<file path="src/rtl/rtmc_pkg.sv">
// rtl/rtmc_pkg.sv - shared widths, SPI bridge constants and state type
package rtmc_pkg;

    localparam int ADDR_W = 5;
    localparam int DATA_W = 16;

    localparam int SPI_CMD_W  = 8;
    localparam int SPI_RD_BIT = 7;

    localparam logic [15:0] SPI_TIMEOUT_RDAT = 16'hDEAD;

    typedef enum logic [2:0] {
        SPI_IDLE,
        SPI_CMD,
        SPI_WR_SHIFT,
        SPI_WR_BUS,
        SPI_RD_BUS,
        SPI_RD_SHIFT
    } spi_state_t;

endpackage

</file>
<file path="src/rtl/rtmc_spi_bridge_if.sv">
// rtl/rtmc_spi_bridge_if.sv - register bus between the SPI bridge and rtmc_ctrl
interface rtmc_spi_bridge_if #(
    parameter int ADDR_W = rtmc_pkg::ADDR_W,
    parameter int DATA_W = rtmc_pkg::DATA_W
);
    logic [ADDR_W-1:0] reg_addr;
    logic [DATA_W-1:0] reg_wdat;
    logic              reg_wr;
    logic              reg_rd;
    logic [DATA_W-1:0] reg_rdat;
    logic              reg_ack;

    modport master (
        output reg_addr, reg_wdat, reg_wr, reg_rd,
        input  reg_rdat, reg_ack
    );

    modport slave (
        input  reg_addr, reg_wdat, reg_wr, reg_rd,
        output reg_rdat, reg_ack
    );
endinterface

</file>
<file path="src/rtl/rtmc_sync.sv">
// rtl/rtmc_sync.sv - multi-flop synchroniser for one asynchronous input
module rtmc_sync #(
    parameter int   STAGES    = 2,
    parameter logic RESET_VAL = 1'b0
) (
    input  logic clk,
    input  logic rst,
    input  logic d,
    output logic q
);
    logic [STAGES-1:0] ff;

    always_ff @(posedge clk) begin
        if (rst) begin
            ff <= {STAGES{RESET_VAL}};
        end else begin
            ff <= {ff[STAGES-2:0], d};
        end
    end

    assign q = ff[STAGES-1];
endmodule

</file>
<file path="src/rtl/rtmc_spi_bridge.sv">
// rtl/rtmc_spi_bridge.sv - SPI mode-0 slave driving the rtmc register bus
module rtmc_spi_bridge #(
    parameter int ADDR_W      = rtmc_pkg::ADDR_W,
    parameter int DATA_W      = rtmc_pkg::DATA_W,
    parameter int SYNC_STAGES = 2,
    parameter int ACK_TIMEOUT = 7
) (
    input  logic                     clk,
    input  logic                     rst,
    input  logic                     spi_sck,
    input  logic                     spi_cs_n,
    input  logic                     spi_mosi,
    output logic                     spi_miso,
    output logic                     spi_miso_oe,
    rtmc_spi_bridge_if.master        bus,
    output logic                     err
);
    import rtmc_pkg::*;

    localparam int CNT_W = 5;
    localparam int TO_W  = $clog2(ACK_TIMEOUT + 1);
    localparam int ST_W  = $clog2(SYNC_STAGES + 2);

    logic sck_s, cs_n_s, mosi_s;
    logic sck_q, cs_n_q;
    logic sck_rise, sck_fall, cs_rise, cs_fall;
    logic [ST_W-1:0] settle;
    logic armed;

    spi_state_t state, state_n;
    logic [CNT_W-1:0]  bit_cnt;
    logic [DATA_W-2:0] rx_sr;
    logic [DATA_W-2:0] tx_sr;
    logic [ADDR_W-1:0] addr;
    logic [DATA_W-1:0] wdat;
    logic [DATA_W-1:0] cap_word;
    logic              wr_q, rd_q, miso_q, err_q;
    logic              bus_pend, issued;
    logic [TO_W-1:0]   to_cnt;
    logic              to_hit, bus_done;

    logic load_cmd, load_wdat, issue, fin, rd_next, shifting;

    rtmc_sync #(.STAGES(SYNC_STAGES), .RESET_VAL(1'b0)) u_sync_sck (
        .clk(clk), .rst(rst), .d(spi_sck), .q(sck_s)
    );
    rtmc_sync #(.STAGES(SYNC_STAGES), .RESET_VAL(1'b1)) u_sync_cs (
        .clk(clk), .rst(rst), .d(spi_cs_n), .q(cs_n_s)
    );
    rtmc_sync #(.STAGES(SYNC_STAGES), .RESET_VAL(1'b0)) u_sync_mosi (
        .clk(clk), .rst(rst), .d(spi_mosi), .q(mosi_s)
    );

    // A chip select already low when reset releases must not look like a new
    // frame, so cs falls are ignored until the synchroniser has refilled.
    assign armed    = (settle == ST_W'(SYNC_STAGES + 1));
    assign sck_rise = sck_s & ~sck_q;
    assign sck_fall = ~sck_s & sck_q;
    assign cs_rise  = cs_n_s & ~cs_n_q;
    assign cs_fall  = ~cs_n_s & cs_n_q & armed;

    assign to_hit   = (to_cnt == TO_W'(ACK_TIMEOUT - 1));
    assign bus_done = bus_pend & (bus.reg_ack | to_hit);
    assign cap_word = bus.reg_ack ? bus.reg_rdat : DATA_W'(SPI_TIMEOUT_RDAT);
    assign shifting = (state == SPI_CMD) || (state == SPI_WR_SHIFT) || (state == SPI_RD_SHIFT);

    always_comb begin
        state_n   = state;
        load_cmd  = 1'b0;
        load_wdat = 1'b0;
        issue     = 1'b0;
        fin       = 1'b0;
        rd_next   = 1'b0;
        if (cs_rise) begin
            state_n = SPI_IDLE;
        end else begin
            unique case (state)
                SPI_IDLE: begin
                    if (cs_fall) state_n = SPI_CMD;
                end
                SPI_CMD: begin
                    if (sck_rise && bit_cnt == CNT_W'(SPI_CMD_W - 1)) begin
                        load_cmd = 1'b1;
                        state_n  = rx_sr[SPI_RD_BIT-1] ? SPI_RD_BUS : SPI_WR_SHIFT;
                    end
                end
                SPI_WR_SHIFT: begin
                    if (sck_rise && bit_cnt == CNT_W'(DATA_W - 1)) begin
                        load_wdat = 1'b1;
                        state_n   = SPI_WR_BUS;
                    end
                end
                SPI_WR_BUS, SPI_RD_BUS: begin
                    // An absorbed transaction from an aborted frame may still be pending.
                    if (!issued) begin
                        issue = !bus_pend;
                    end else if (bus_done) begin
                        fin     = 1'b1;
                        state_n = (state == SPI_WR_BUS) ? SPI_WR_SHIFT : SPI_RD_SHIFT;
                    end
                end
                SPI_RD_SHIFT: begin
                    if (sck_rise && bit_cnt == CNT_W'(DATA_W - 1)) begin
                        rd_next = 1'b1;
                        state_n = SPI_RD_BUS;
                    end
                end
                default: state_n = SPI_IDLE;
            endcase
        end
    end

    always_ff @(posedge clk) begin
        if (rst) begin
            state <= SPI_IDLE;
        end else begin
            state <= state_n;
        end
    end

    always_ff @(posedge clk) begin
        if (rst) begin
            sck_q    <= 1'b0;
            cs_n_q   <= 1'b1;
            settle   <= '0;
            bit_cnt  <= '0;
            rx_sr    <= '0;
            tx_sr    <= '0;
            addr     <= '0;
            wdat     <= '0;
            wr_q     <= 1'b0;
            rd_q     <= 1'b0;
            miso_q   <= 1'b0;
            err_q    <= 1'b0;
            bus_pend <= 1'b0;
            issued   <= 1'b0;
            to_cnt   <= '0;
        end else begin
            sck_q  <= sck_s;
            cs_n_q <= cs_n_s;
            if (!armed) settle <= settle + 1'b1;

            if (sck_rise) rx_sr <= {rx_sr[DATA_W-3:0], mosi_s};

            if (cs_rise || cs_fall || load_cmd || load_wdat || rd_next) begin
                bit_cnt <= '0;
            end else if (sck_rise && shifting) begin
                bit_cnt <= bit_cnt + 1'b1;
            end

            if (load_cmd) begin
                addr <= {rx_sr[ADDR_W-2:0], mosi_s};
            end else if (rd_next || (fin && state == SPI_WR_BUS)) begin
                addr <= addr + 1'b1;
            end

            if (load_wdat) wdat <= {rx_sr, mosi_s};

            wr_q <= issue && (state == SPI_WR_BUS);
            rd_q <= issue && (state == SPI_RD_BUS);

            if (issue) begin
                issued <= 1'b1;
            end else if (fin || cs_rise) begin
                issued <= 1'b0;
            end

            if (issue) begin
                bus_pend <= 1'b1;
                to_cnt   <= '0;
            end else if (bus_pend) begin
                if (bus.reg_ack || to_hit) begin
                    bus_pend <= 1'b0;
                end else begin
                    to_cnt <= to_cnt + 1'b1;
                end
                if (to_hit && !bus.reg_ack) err_q <= 1'b1;
            end

            // The fall that ends the command byte or a previous word finds
            // bit_cnt at zero and must not shift the freshly captured MSB away.
            if (fin && state == SPI_RD_BUS) begin
                miso_q <= cap_word[DATA_W-1];
                tx_sr  <= cap_word[DATA_W-2:0];
            end else if (state == SPI_RD_SHIFT && sck_fall && bit_cnt != '0) begin
                miso_q <= tx_sr[DATA_W-2];
                tx_sr  <= {tx_sr[DATA_W-3:0], 1'b0};
            end else if (state_n == SPI_IDLE || state_n == SPI_CMD) begin
                miso_q <= 1'b0;
            end
        end
    end

    assign bus.reg_addr = addr;
    assign bus.reg_wdat = wdat;
    assign bus.reg_wr   = wr_q;
    assign bus.reg_rd   = rd_q;
    assign spi_miso     = miso_q;
    assign spi_miso_oe  = ~cs_n_s;
    assign err          = err_q;
endmodule

</file>
<file path="src/flat_wrapper.sv">
// flat-port wrapper written by rule: the top's interface ports become plain ports
module rtmc_spi_bridge_flat import rtmc_pkg::*;
#(
    parameter int ADDR_W      = rtmc_pkg::ADDR_W,
    parameter int DATA_W      = rtmc_pkg::DATA_W,
    parameter int SYNC_STAGES = 2,
    parameter int ACK_TIMEOUT = 7
)
  (clk, rst, spi_sck, spi_cs_n, spi_mosi, spi_miso, spi_miso_oe, err, bus_reg_addr, bus_reg_wdat, bus_reg_wr, bus_reg_rd, bus_reg_rdat, bus_reg_ack);
  rtmc_spi_bridge_if #(.ADDR_W(ADDR_W), .DATA_W(DATA_W)) bus_i ();
  input  logic clk;
  input  logic rst;
  input  logic spi_sck;
  input  logic spi_cs_n;
  input  logic spi_mosi;
  output logic spi_miso;
  output logic spi_miso_oe;
  output logic err;
  output wire logic [$bits(bus_i.reg_addr)-1:0] bus_reg_addr;
  output wire logic [$bits(bus_i.reg_wdat)-1:0] bus_reg_wdat;
  output wire logic [$bits(bus_i.reg_wr)-1:0] bus_reg_wr;
  output wire logic [$bits(bus_i.reg_rd)-1:0] bus_reg_rd;
  input wire logic [$bits(bus_i.reg_rdat)-1:0] bus_reg_rdat;
  input wire logic [$bits(bus_i.reg_ack)-1:0] bus_reg_ack;
  assign bus_reg_addr = bus_i.reg_addr;
  assign bus_reg_wdat = bus_i.reg_wdat;
  assign bus_reg_wr = bus_i.reg_wr;
  assign bus_reg_rd = bus_i.reg_rd;
  assign bus_i.reg_rdat = bus_reg_rdat;
  assign bus_i.reg_ack = bus_reg_ack;
  rtmc_spi_bridge #(.ADDR_W(ADDR_W), .DATA_W(DATA_W), .SYNC_STAGES(SYNC_STAGES), .ACK_TIMEOUT(ACK_TIMEOUT)) u_core (.clk(clk), .rst(rst), .spi_sck(spi_sck), .spi_cs_n(spi_cs_n), .spi_mosi(spi_mosi), .spi_miso(spi_miso), .spi_miso_oe(spi_miso_oe), .bus(bus_i), .err(err));
endmodule
</file>
<file path="config.mk">
export PLATFORM = sky130hd
export DESIGN_NAME = rtmc_spi_bridge_flat
export DESIGN_NICKNAME = d
export VERILOG_FILES = /design/src/rtl/rtmc_pkg.sv /design/src/rtl/rtmc_spi_bridge_if.sv /design/src/rtl/rtmc_sync.sv /design/src/rtl/rtmc_spi_bridge.sv /design/src/flat_wrapper.sv
export SDC_FILE = /design/constraint.sdc
export NUM_CORES = 1
export LEC_CHECK = 0
export BUFFER_PORTS_ARGS = -buffer_cell sky130_fd_sc_hd__buf_4
export CAP_MARGIN = 15
export CORE_ASPECT_RATIO = 0.8
export CORE_MARGIN = 2
export CORE_UTILIZATION = 35
export CTS_CLUSTER_SIZE = 30
export DETAILED_ROUTE_END_ITERATION = 8
export PLACE_DENSITY = 0.54
export RECOVER_POWER = 100
export SLEW_MARGIN = 20
export SYNTH_ARGS = -nofsm -noshare
export SYNTH_HDL_FRONTEND = slang
export SYNTH_SLANG_ARGS = --single-unit
</file>
<file path="constraint.sdc">
create_clock -name clk -period 2 [get_ports clk]
set_input_delay 0.4 -clock clk [delete_from_list [all_inputs] [get_ports clk]]
set_output_delay 0.4 -clock clk [all_outputs]
set_load 0.05 [all_outputs]
</file>
# Word level (Yosys, flattened, before mapping)

Index checks and enable logic that the tools add are counted.

Flip-flop bits (word level): 78
Latch bits: 0
Memory bits (writable): 0
Bits in read-only memories: 0
Input port bits: 22
Output and inout bits: 26
Word-level logic and storage cells: 118
Memories kept: 0

Add/subtract/negate cells: 4
Multipliers: 0
Div/mod/pow operators: 0
Order comparisons: 0
Eq/ne operators: 10
Shifts and indexed selects: 0
Multiplexer cells: 38
Bitwise operators: 13
Reduce and logical (&&, ||, !) cells: 34

Operator list:

| kind                                                                   | count |
|---|---|
| 15-bit 2-to-1 mux                                                      | 2 |
| 3-bit 2-to-1 mux                                                       | 9 |
| 1-bit 2-to-1 mux                                                       | 23 |
| 16-bit 2-to-1 mux                                                      | 1 |
| 3-bit case mux with 5 select lines                                     | 1 |
| 5-bit by 1-bit adder with 5-bit output (second input constant)         | 2 |
| 1-bit logical AND                                                      | 10 |
| 1-bit logical OR                                                       | 10 |
| 5-bit 2-to-1 mux                                                       | 2 |
| 3-bit equality test (second input constant)                            | 3 |
| 1-bit bitwise AND                                                      | 6 |
| 3-bit by 1-bit equality test with 1-bit output (second input constant) | 2 |
| 3-bit by 2-bit equality test with 1-bit output (second input constant) | 2 |
| 3-bit logical NOT                                                      | 2 |
| 1-bit inverter                                                         | 6 |
| 2-bit nonzero test                                                     | 3 |
| 2-bit OR reduction                                                     | 3 |
| 5-bit by 3-bit equality test with 1-bit output (second input constant) | 1 |
| 5-bit by 4-bit equality test with 1-bit output (second input constant) | 1 |
| 5-bit nonzero test                                                     | 1 |
| 3-bit by 1-bit adder with 3-bit output (second input constant)         | 1 |
| 3-bit AND reduction                                                    | 1 |
| 3-bit nonzero test                                                     | 1 |
| 2-bit by 1-bit adder with 2-bit output (second input constant)         | 1 |
| 4 further kinds                                                        | 5 |

# Depth between registers and ports, before layout

Gate-level depths: netlist (run 1).

Word-level depth: 12
Depth in mapped cells: 8
Mapped depth without buffers: 7

# Modules after synthesis

From an unflattened synthesis (run 1), not the netlist that was laid out.

Cell total of the unflattened synthesis: 385
Area total of the unflattened synthesis: 3301.9 um^2

By module, submodules not included:

| module          | instances | cells each | area an instance (um^2) | seq. area each (um^2) |
|---|---|---|---|---|
| rtmc_spi_bridge | 1         | 373        | 3144.3                  | 1441.4 |
| rtmc_sync       | 3         | 4          | 52.6                    | 40.0 |

# Worst setup path before layout (run 1)

No wires, ideal clock.

Path type: reg2reg
Start: register u_core.bit_cnt[0]
End: register u_core.addr[0], in the netlist u_core.bus.reg_addr[0]
Setup time: 134 ps
Data arrival time: 1832 ps
Data required time: 1866 ps
Setup slack: 33 ps
Cell stages (with the launch flop): 9
Buffers on the path: 1
Clock period less this slack: 1967 ps
Path through: dfxtp_1 ha_1 and3_1 ha_1 and2_1 a311o_2 buf_6 a211oi_1 a211oi_2

Cells in the longest elaborated chain, start to end: 7
Elaborated cells between the ends (all ways): 13
Classes of those cells: 2 x eq/ne; 7 x mux; 4 x reduce/logical

RTL lines:

| element                                        | line                   | source |
|---|---|---|
| start, declared                                | rtmc_spi_bridge.sv:31  | `logic [CNT_W-1:0] bit_cnt;` |
| start signal, assigned                         | rtmc_spi_bridge.sv:148 | `bit_cnt <= bit_cnt + 1'b1;` |
| 5-bit by 4-bit equality test with 1-bit output | rtmc_spi_bridge.sv:103 | `if (sck_rise && bit_cnt == CNT_W'(DATA_W - 1)) begin` |
| 1-bit logical AND                              | rtmc_spi_bridge.sv:103 |  |
| 1-bit 2-to-1 mux                               | rtmc_spi_bridge.sv:103 |  |
| 1-bit 2-to-1 mux                               | rtmc_spi_bridge.sv:77  | `unique case (state)` |
| 1-bit 2-to-1 mux                               | rtmc_spi_bridge.sv:74  | `if (cs_rise) begin` |
| 1-bit logical OR                               | rtmc_spi_bridge.sv:153 | `end else if (rd_next \|\| (fin && state == SPI_WR_BUS)) begin` |
| 2-bit nonzero test (no line)                   | n/a                    |  |
| end signal, assigned                           | rtmc_spi_bridge.sv:152 | `addr <= {rx_sr[ADDR_W-2:0], mosi_s};` |
| end signal, assigned                           | rtmc_spi_bridge.sv:154 | `addr <= addr + 1'b1;` |
| end, declared                                  | rtmc_spi_bridge.sv:34  | `logic [ADDR_W-1:0] addr;` |

Several ways; a longest one is shown, not always the timed one.
A chain may end at the register's enable or synchronous reset.

# Final worst setup path (run 1)

Start: register u_core.bit_cnt[3]
End: register u_core.addr[3], in the netlist u_core.bus.reg_addr[3]

Same word-level chain as after synthesis.

==> flow_metrics.tcl, run 1 <==
set metrics [dict create \
    synth_largest_area_cell "dfxtp_1" \
    cts.sinks 78 \
    setup_viol 0 \
    ant_nets 0 \
    crit_arrival_ns 2.15 \
    crit_path_top_delay_cell "or4b_4" \
    die-width_um 112.6 \
    core_sq_mm 0.009115 \
    min_path_type "input port to register" \
    wirelength_mm 7.544 \
    die-area_sq_mm 0.01023 \
    ys.flop_type "dfxtp_1" \
    cp_num_buf_inv 1 \
    r2r_slack_ns 0.06 \
    status "finished, final reports clean" \
    final_cell_area_sq_mm 0.004128 \
    fin_crit_ns 1.938 \
    worstHoldStart "spi_cs_n" \
    finalHoldViolCount 0 \
    syn_avg_cell_area_sq_um 8.510 \
    cts-hold-fix-buffers 0 \
    end_kind "register" \
    worst-path-stages 6 \
    grt_first_pass_wirelength_mm 12.63 \
    final_max_slew_viol_count 0 \
    synth_edf_count 0 \
    cts.htree.levels 3 \
    syn_area_sq_mm 0.003302 \
    route.detailed.drc 0 \
    required_ns 2.21 \
    nets 478 \
    die_y_um 90.88 \
    max_freq_mhz 516.1 \
    avgRoutedWirePerCell_um 13.26 \
    cts_tree "built" \
    firstDrtPassIters 4 \
    grt_max_degree 35 \
    slew_headroom_pct 58.52 \
    fin_crit_sh_pct 96.88 \
    rsz0062_at_grt "yes" \
    crit_path_cell_trace "or4b_4, nor4b_4, buf_4, a311o_2, mux2i_1, nor2_1" \
    synth_area_leaders "dfxtp_1, nand2_1, a21oi_1" \
    io_pins 48 \
    max_stage_delay_ns 0.55 \
    vdd_drop_max_mv 0.3697 \
    io_buffers 47 \
    vias 2766 \
    placed_cell_area_sq_mm 0.003880 \
    yosysSeqAreaShare_pct 47.29 \
    hold_path_end "u_core.u_sync_cs.ff[0]" \
    hold_depth 2 \
    start_util_pct 36.23 \
    cts_buffers 9 \
    gr-total-overflow 0 \
    viasPerCell 4.861 \
    async_flop_share_pct 0 \
    antenna_cells 0 \
    yosysWarningCount 0 \
    synth_fp_nets 417 \
    crit_type "register to register" \
    r2r_start "u_core.bit_cnt[3]" \
    crit_fanout 8 \
    tightestPinTransition_ns 0.6249 \
    crit_family "simple AND/OR/NAND/NOR gates" \
    num-fill-cells 913 \
    synth_top_area_share_pct 47.29 \
    cp-start-kind "register" \
    ys_ff_latch 78 \
    insertion_delay_ns 0.34 \
    antenna_found_initial 0 \
    syn-instance-count 388 \
    finalWeightedCongestion 0.8127 \
    clkSlewWorstSetupHoldPaths_ns 0.06 \
    clk_path_buf_depth 2 \
    p_leak_nw 1.579 \
    r2r_cells 6 \
    areaGrowthSynthToFinish_pct 25.01 \
    cap_violations 0 \
    drt_iter0_drc 75 \
    grt_usage_pct 15.36 \
    skew_ns 0.005281 \
    power.total_mw 3.472 \
    hpwl_mm 5.296 \
    first_global_vias 2528 \
    worstReg2RegEnd "u_core.bus.reg_addr[3]" \
    rows 31 \
    drive_gt1_share_pct 16.30 \
    cts-root-buf "clkbuf_16" \
    ys_types 49 \
    powerDensity_mw_per_mm2 841.2 \
]
## registers in the layout, summed over array words and instances (netlist names)
register,flops
u_core.settle,2
u_core.sck_q,1
u_core.to_cnt,3
u_core.u_sync_sck.ff,2
u_core.state,3
u_core.rx_sr,15
u_core.u_sync_cs.ff,2
u_core.bus_pend,1
u_core.u_sync_mosi.ff,2
u_core.err,1
u_core.cs_n_q,1
u_core.bus.reg_rd,1
u_core.bit_cnt,5
u_core.tx_sr,15
u_core.bus.reg_wr,1
u_core.bus.reg_wdat,16
u_core.bus.reg_addr,5
u_core.issued,1
u_core.spi_miso,1
## cell type report
type	instances	area (sq um)	share of cell area [%]
Clock buffer	11	232.7	5.638
Clock inverter	5	83.83	2.031
Inverter	18	67.56	1.637
Multi-Input combinational cell	270	1587	38.44
Sequential cell	78	1562	37.83
Tap cell	115	143.9	3.486
Timing Repair Buffer	72	451.7	10.94
## placed cells by master (no fill, tap or decap), types with 5 or more instances in the layout
cell type / netlist / routed
xnor2_1: 6 / 6
mux2i_1: 13 / 13
inv_1: 18 / 18
nand2_1: 83 / 83
nor3_1: 5 / 5
nand3_1: 11 / 11
buf_4: 0 / 44
nor2_1: 29 / 29
clkbuf_16: 0 / 9
nor2b_1: 8 / 7
clkbuf_1: 11 / 29
a21oi_1: 45 / 45
a221oi_1: 8 / 8
dfxtp_1: 78 / 78
ha_1: 7 / 7
## where the power goes
part           switching, mW  internal (mW)  total [mW]
clock                  0.634           1.10        1.73
sequential            0.0157           1.57        1.59
combinational         0.0897         0.0642       0.154
total                  0.739           2.73        3.47
## cells by family after synthesis
kind of cell | share of synthesized area [%]
compound gates | 15.38
fa+ha+maj | 2.652
xor+xnor | 2.122
flops | 47.29
mux | 4.964
simple gates | 22.39
buf+inv | 5.191
## synth_stat cells, types with 3 or more instances
library cell / instances
nand3_1: 11
a221oi_1: 8
nor2_1: 29
xnor2_1: 6
dfxtp_1: 78
a21oi_1: 45
nand3b_1: 3
a311oi_1: 4
clkbuf_1: 11
nor3_1: 5
ha_1: 7
and3_1: 3
nand2_1: 83
buf_1: 4
a211oi_1: 3
inv_1: 18
buf_2: 5
nand2b_1: 4
a31oi_1: 4
nor2b_1: 8
mux2i_1: 13
## routing by layer
layer / share of wire (%) / track usage (%) / up-vias / wire, um
met4: 1.7 / 5.894 / 0 / 130
met1: 54 / 22.46 / 1272 / 4056
li1: - / - / 1449 / -
met2: 41 / 21.21 / 35 / 3107
met3: 3.3 / 4.295 / 10 / 251
met5: 0 / 0 / - / 0
## worst max-delay path by stage
stage	from	end	slack [ns]
final	u_core.bit_cnt[3]	u_core.bus.reg_addr[3]	0.06
after floorplan	u_core.bit_cnt[0]	u_core.bus.reg_addr[0]	0.03
after CTS	u_core.bit_cnt[4]	u_core.bus.reg_addr[3]	0.01
after global routing	u_core.bit_cnt[0]	u_core.bit_cnt[4]	-0.07
after global placement	u_core.bit_cnt[4]	u_core.bus.reg_addr[4]	0.04
after detailed placement	u_core.bit_cnt[4]	u_core.bus.reg_addr[3]	-0.03
## stage by stage
step / worst slack, ns / hold slack, ns / instances / setup TNS, ns / utilization [%]
after global routing: -0.06536 / 0.2351 / 569 / -0.2197 / 45.28
final: 0.06241 / 0.2477 / 569 / 0 / 45.28
after detailed placement: -0.03040 / 0.3962 / 551 / -0.05567 / 42.57
after CTS: 0.009698 / 0.2350 / 567 / 0 / 46.09
after floorplan: 0.03345 / 0.3895 / 388 / 0 / -
after global placement: 0.03770 / 0.3921 / 551 / 0 / 42.57
## what timing repair did
| action | 4_1_cts | 5_1_grt |
|---|---|---|
| gates resized for setup | 1 | 3 |
| setup endpoints to repair | 5 | 10 |
| pin swaps | 1 | 4 |
| buffers inserted | 0 | 2 |
Note: power is estimated with default switching activity, not from simulation.
==> run 2, diff against run 1 <==
--- a/config.mk
+++ b/config.mk
@@ -17,4 +17,5 @@
 export SLEW_MARGIN = 20
 export SYNTH_ARGS = -nofsm -noshare
 export SYNTH_HDL_FRONTEND = slang
+export SYNTH_HIERARCHICAL = 1
 export SYNTH_SLANG_ARGS = --single-unit
==> flow_metrics.tcl, run 2 <==
set metrics [dict create \
    core_sq_mm 0.009115 \
    layout_common_cells "nand2_1, dfxtp_1, a21oi_1, nor2_1, buf_4" \
    rsz0062_at_grt "no" \
    skew_ns 0.006859 \
    num-fill-cells 908 \
    r2r_start "u_core/bit_cnt[0]" \
    ys.flop_type "dfxtp_1" \
    hpwl_mm 5.003 \
    antenna_cells 0 \
    clkSlewWorstSetupHoldPaths_ns 0.05 \
    utilization_pct 43.90 \
    hold_path_end "u_core/u_sync_cs/ff[0]" \
    gr-total-overflow 0 \
    ys_ff_latch 78 \
    grt_usage_pct 15.19 \
    r2r_slack_ns 0.1 \
    synth.most_common_cell "nand2_1" \
    start_util_pct 36.23 \
    powerDensity_mw_per_mm2 797.6 \
    cap_violations 0 \
    mostFrequentLayoutCell "nand2_1" \
    io_buffers 47 \
    die_y_um 90.88 \
    final_max_slew_viol_count 0 \
    yosysWarningCount 6 \
    ant_nets 0 \
    syn_area_sq_mm 0.003302 \
    worstHoldStart "spi_cs_n" \
    ys_types 50 \
    syn_avg_cell_area_sq_um 8.576 \
    max_freq_mhz 525.6 \
    synth_largest_area_cell "dfxtp_1" \
    fin_crit_ns 1.903 \
    synth_edf_count 0 \
    r2r_cells 8 \
    firstDrtPassIters 4 \
    first_global_vias 2558 \
    p_leak_nw 1.534 \
    insertion_delay_ns 0.33 \
    route.detailed.drc 0 \
    async_flop_share_pct 0 \
    worstReg2RegEnd "u_core/tx_sr[14]" \
    status "finished, final reports clean" \
    vias 2737 \
    cts_buffers 9 \
    synth_top_cells_by_count "nand2_1, dfxtp_1, a21oi_1, nor2_1, clkbuf_1" \
    grt_max_degree 54 \
    slew_headroom_pct 52.75 \
    crit_type "register to register" \
    nets 466 \
    hold_depth 2 \
    cts-root-buf "clkbuf_16" \
    die-width_um 112.6 \
    viasPerCell 4.923 \
    setup_viol 0 \
    fin_crit_sh_pct 95.14 \
    wirelength_mm 7.299 \
    die-area_sq_mm 0.01023 \
    synth_top_area_share_pct 47.29 \
    finalWeightedCongestion 0.8103 \
    synth_fp_nets 414 \
    clk_path_buf_depth 2 \
    crit_fanout 11 \
    drive_gt1_share_pct 16.10 \
    end_kind "register" \
    io_pins 48 \
    avgRoutedWirePerCell_um 13.13 \
    yosysSeqAreaShare_pct 47.29 \
    cp-start-kind "register" \
    grt_first_pass_wirelength_mm 12.39 \
    power.total_mw 3.191 \
    required_ns 2.24 \
    synth_area_leaders "dfxtp_1, nand2_1, a21oi_1" \
    cts.htree.levels 3 \
    vdd_drop_max_mv 0.5289 \
    tightestPinTransition_ns 0.7088 \
    min_path_type "input port to register" \
    largest_reg_flops 16 \
    crit_arrival_ns 2.14 \
    cts_tree "built" \
    drt_iter0_drc 146 \
    cts.sinks 78 \
    areaGrowthSynthToFinish_pct 21.18 \
    setup-tns-final_ns 0 \
    rows 31 \
    finalHoldViolCount 0 \
    antenna_found_initial 0 \
    syn-instance-count 385 \
]
-- run 2: changes by cell type after synthesis, sizes merged, moves of 6 or more --
cell,delta
xor2,+6
a311oi,+6
mux2i,-11
nand2,+7
nor2,+9
a221oi,-8
inv,-10
a21oi,-7
-- run 2: layout make-up --
| class | count | area, sq um | share of cell area (%) |
|---|---|---|---|
| Clock buffer | 14 | 264.0 | 6.598 |
| Clock inverter | 1 | 5.005 | 0.1251 |
| Inverter | 9 | 38.79 | 0.9694 |
| Multi-Input combinational cell | 276 | 1619 | 40.46 |
| Sequential cell | 78 | 1564 | 39.09 |
| Tap cell | 115 | 143.9 | 3.596 |
| Timing Repair Buffer | 63 | 366.6 | 9.162 |
-- run 2: cell families (layout without fill, tap and decap cells) --
kind of cell	count (synthesis)	in the layout	synth area share (%)
buf+inv	31	87	4.320
xor+xnor	10	10	2.653
compound gates	79	79	17.13
simple gates	178	178	25.35
mux	2	2	0.6063
fa+ha+maj	7	7	2.652
flops	78	78	47.29
-- run 2: how the worst max path moves through the flow --
stage / startpoint / end
4_1_cts: u_core/bit_cnt[0] / u_core/tx_sr[14]
2_1_floorplan: u_core/bit_cnt[0] / u_core/tx_sr[10]
3_3_place_gp: u_core/bit_cnt[0] / u_core/bus.reg_addr[4]
6_report: u_core/bit_cnt[0] / u_core/tx_sr[14]
3_5_place_dp: u_core/bit_cnt[0] / u_core/bus.reg_addr[4]
5_1_grt: u_core/bit_cnt[0] / u_core/bit_cnt[4]
-- run 2: power breakdown --
part	total (mW)	switching [mW]	internal, mW
combinational	0.125	0.0723	0.0525
sequential	1.58	0.00933	1.57
clock	1.49	0.586	0.900
total	3.19	0.668	2.52
-- run 2: per-stage QoR --
| stage | worst slack [ns] | std cells | hold slack (ns) | cell area (sq um) |
|---|---|---|---|---|
| floorplan | 0.1712 | 385 | 0.3832 | 3302 |
| global placement | 0.05575 | 538 | 0.3854 | 3792 |
| detailed placement | -0.01793 | 538 | 0.3892 | 3792 |
| CTS | 0.03287 | 553 | 0.2349 | 4064 |
| global route | 0.002357 | 556 | 0.2588 | 4001 |
| finish | 0.09723 | 556 | 0.2459 | 4001 |
-- run 2: what timing repair did --
action / 4_1_cts / 5_1_grt
setup endpoints to repair: 5 / 24
hold buffers: 0 / 0
buffers inserted: 0 / 3
gates resized for setup: 1 / 8
pin swaps: 0 / 1
-- run 2: critical path, cell delays in order (launching register included) --
cell,delay [ns]
dfxtp_2,0.35
inv_1,0.05
ha_1,0.18
nor4b_1,0.13
or4b_1,0.51
buf_6,0.17
clkinv_4,0.09
nand2_1,0.06
a311oi_1,0.26
-- run 2: per-layer routing --
layer	track usage [%]	share of wire, %	wire (um)
met1	21.63	53	3845
met2	20.86	41	2982
met3	4.564	4.5	331
met4	6.911	1.9	140
met5	0	0	0
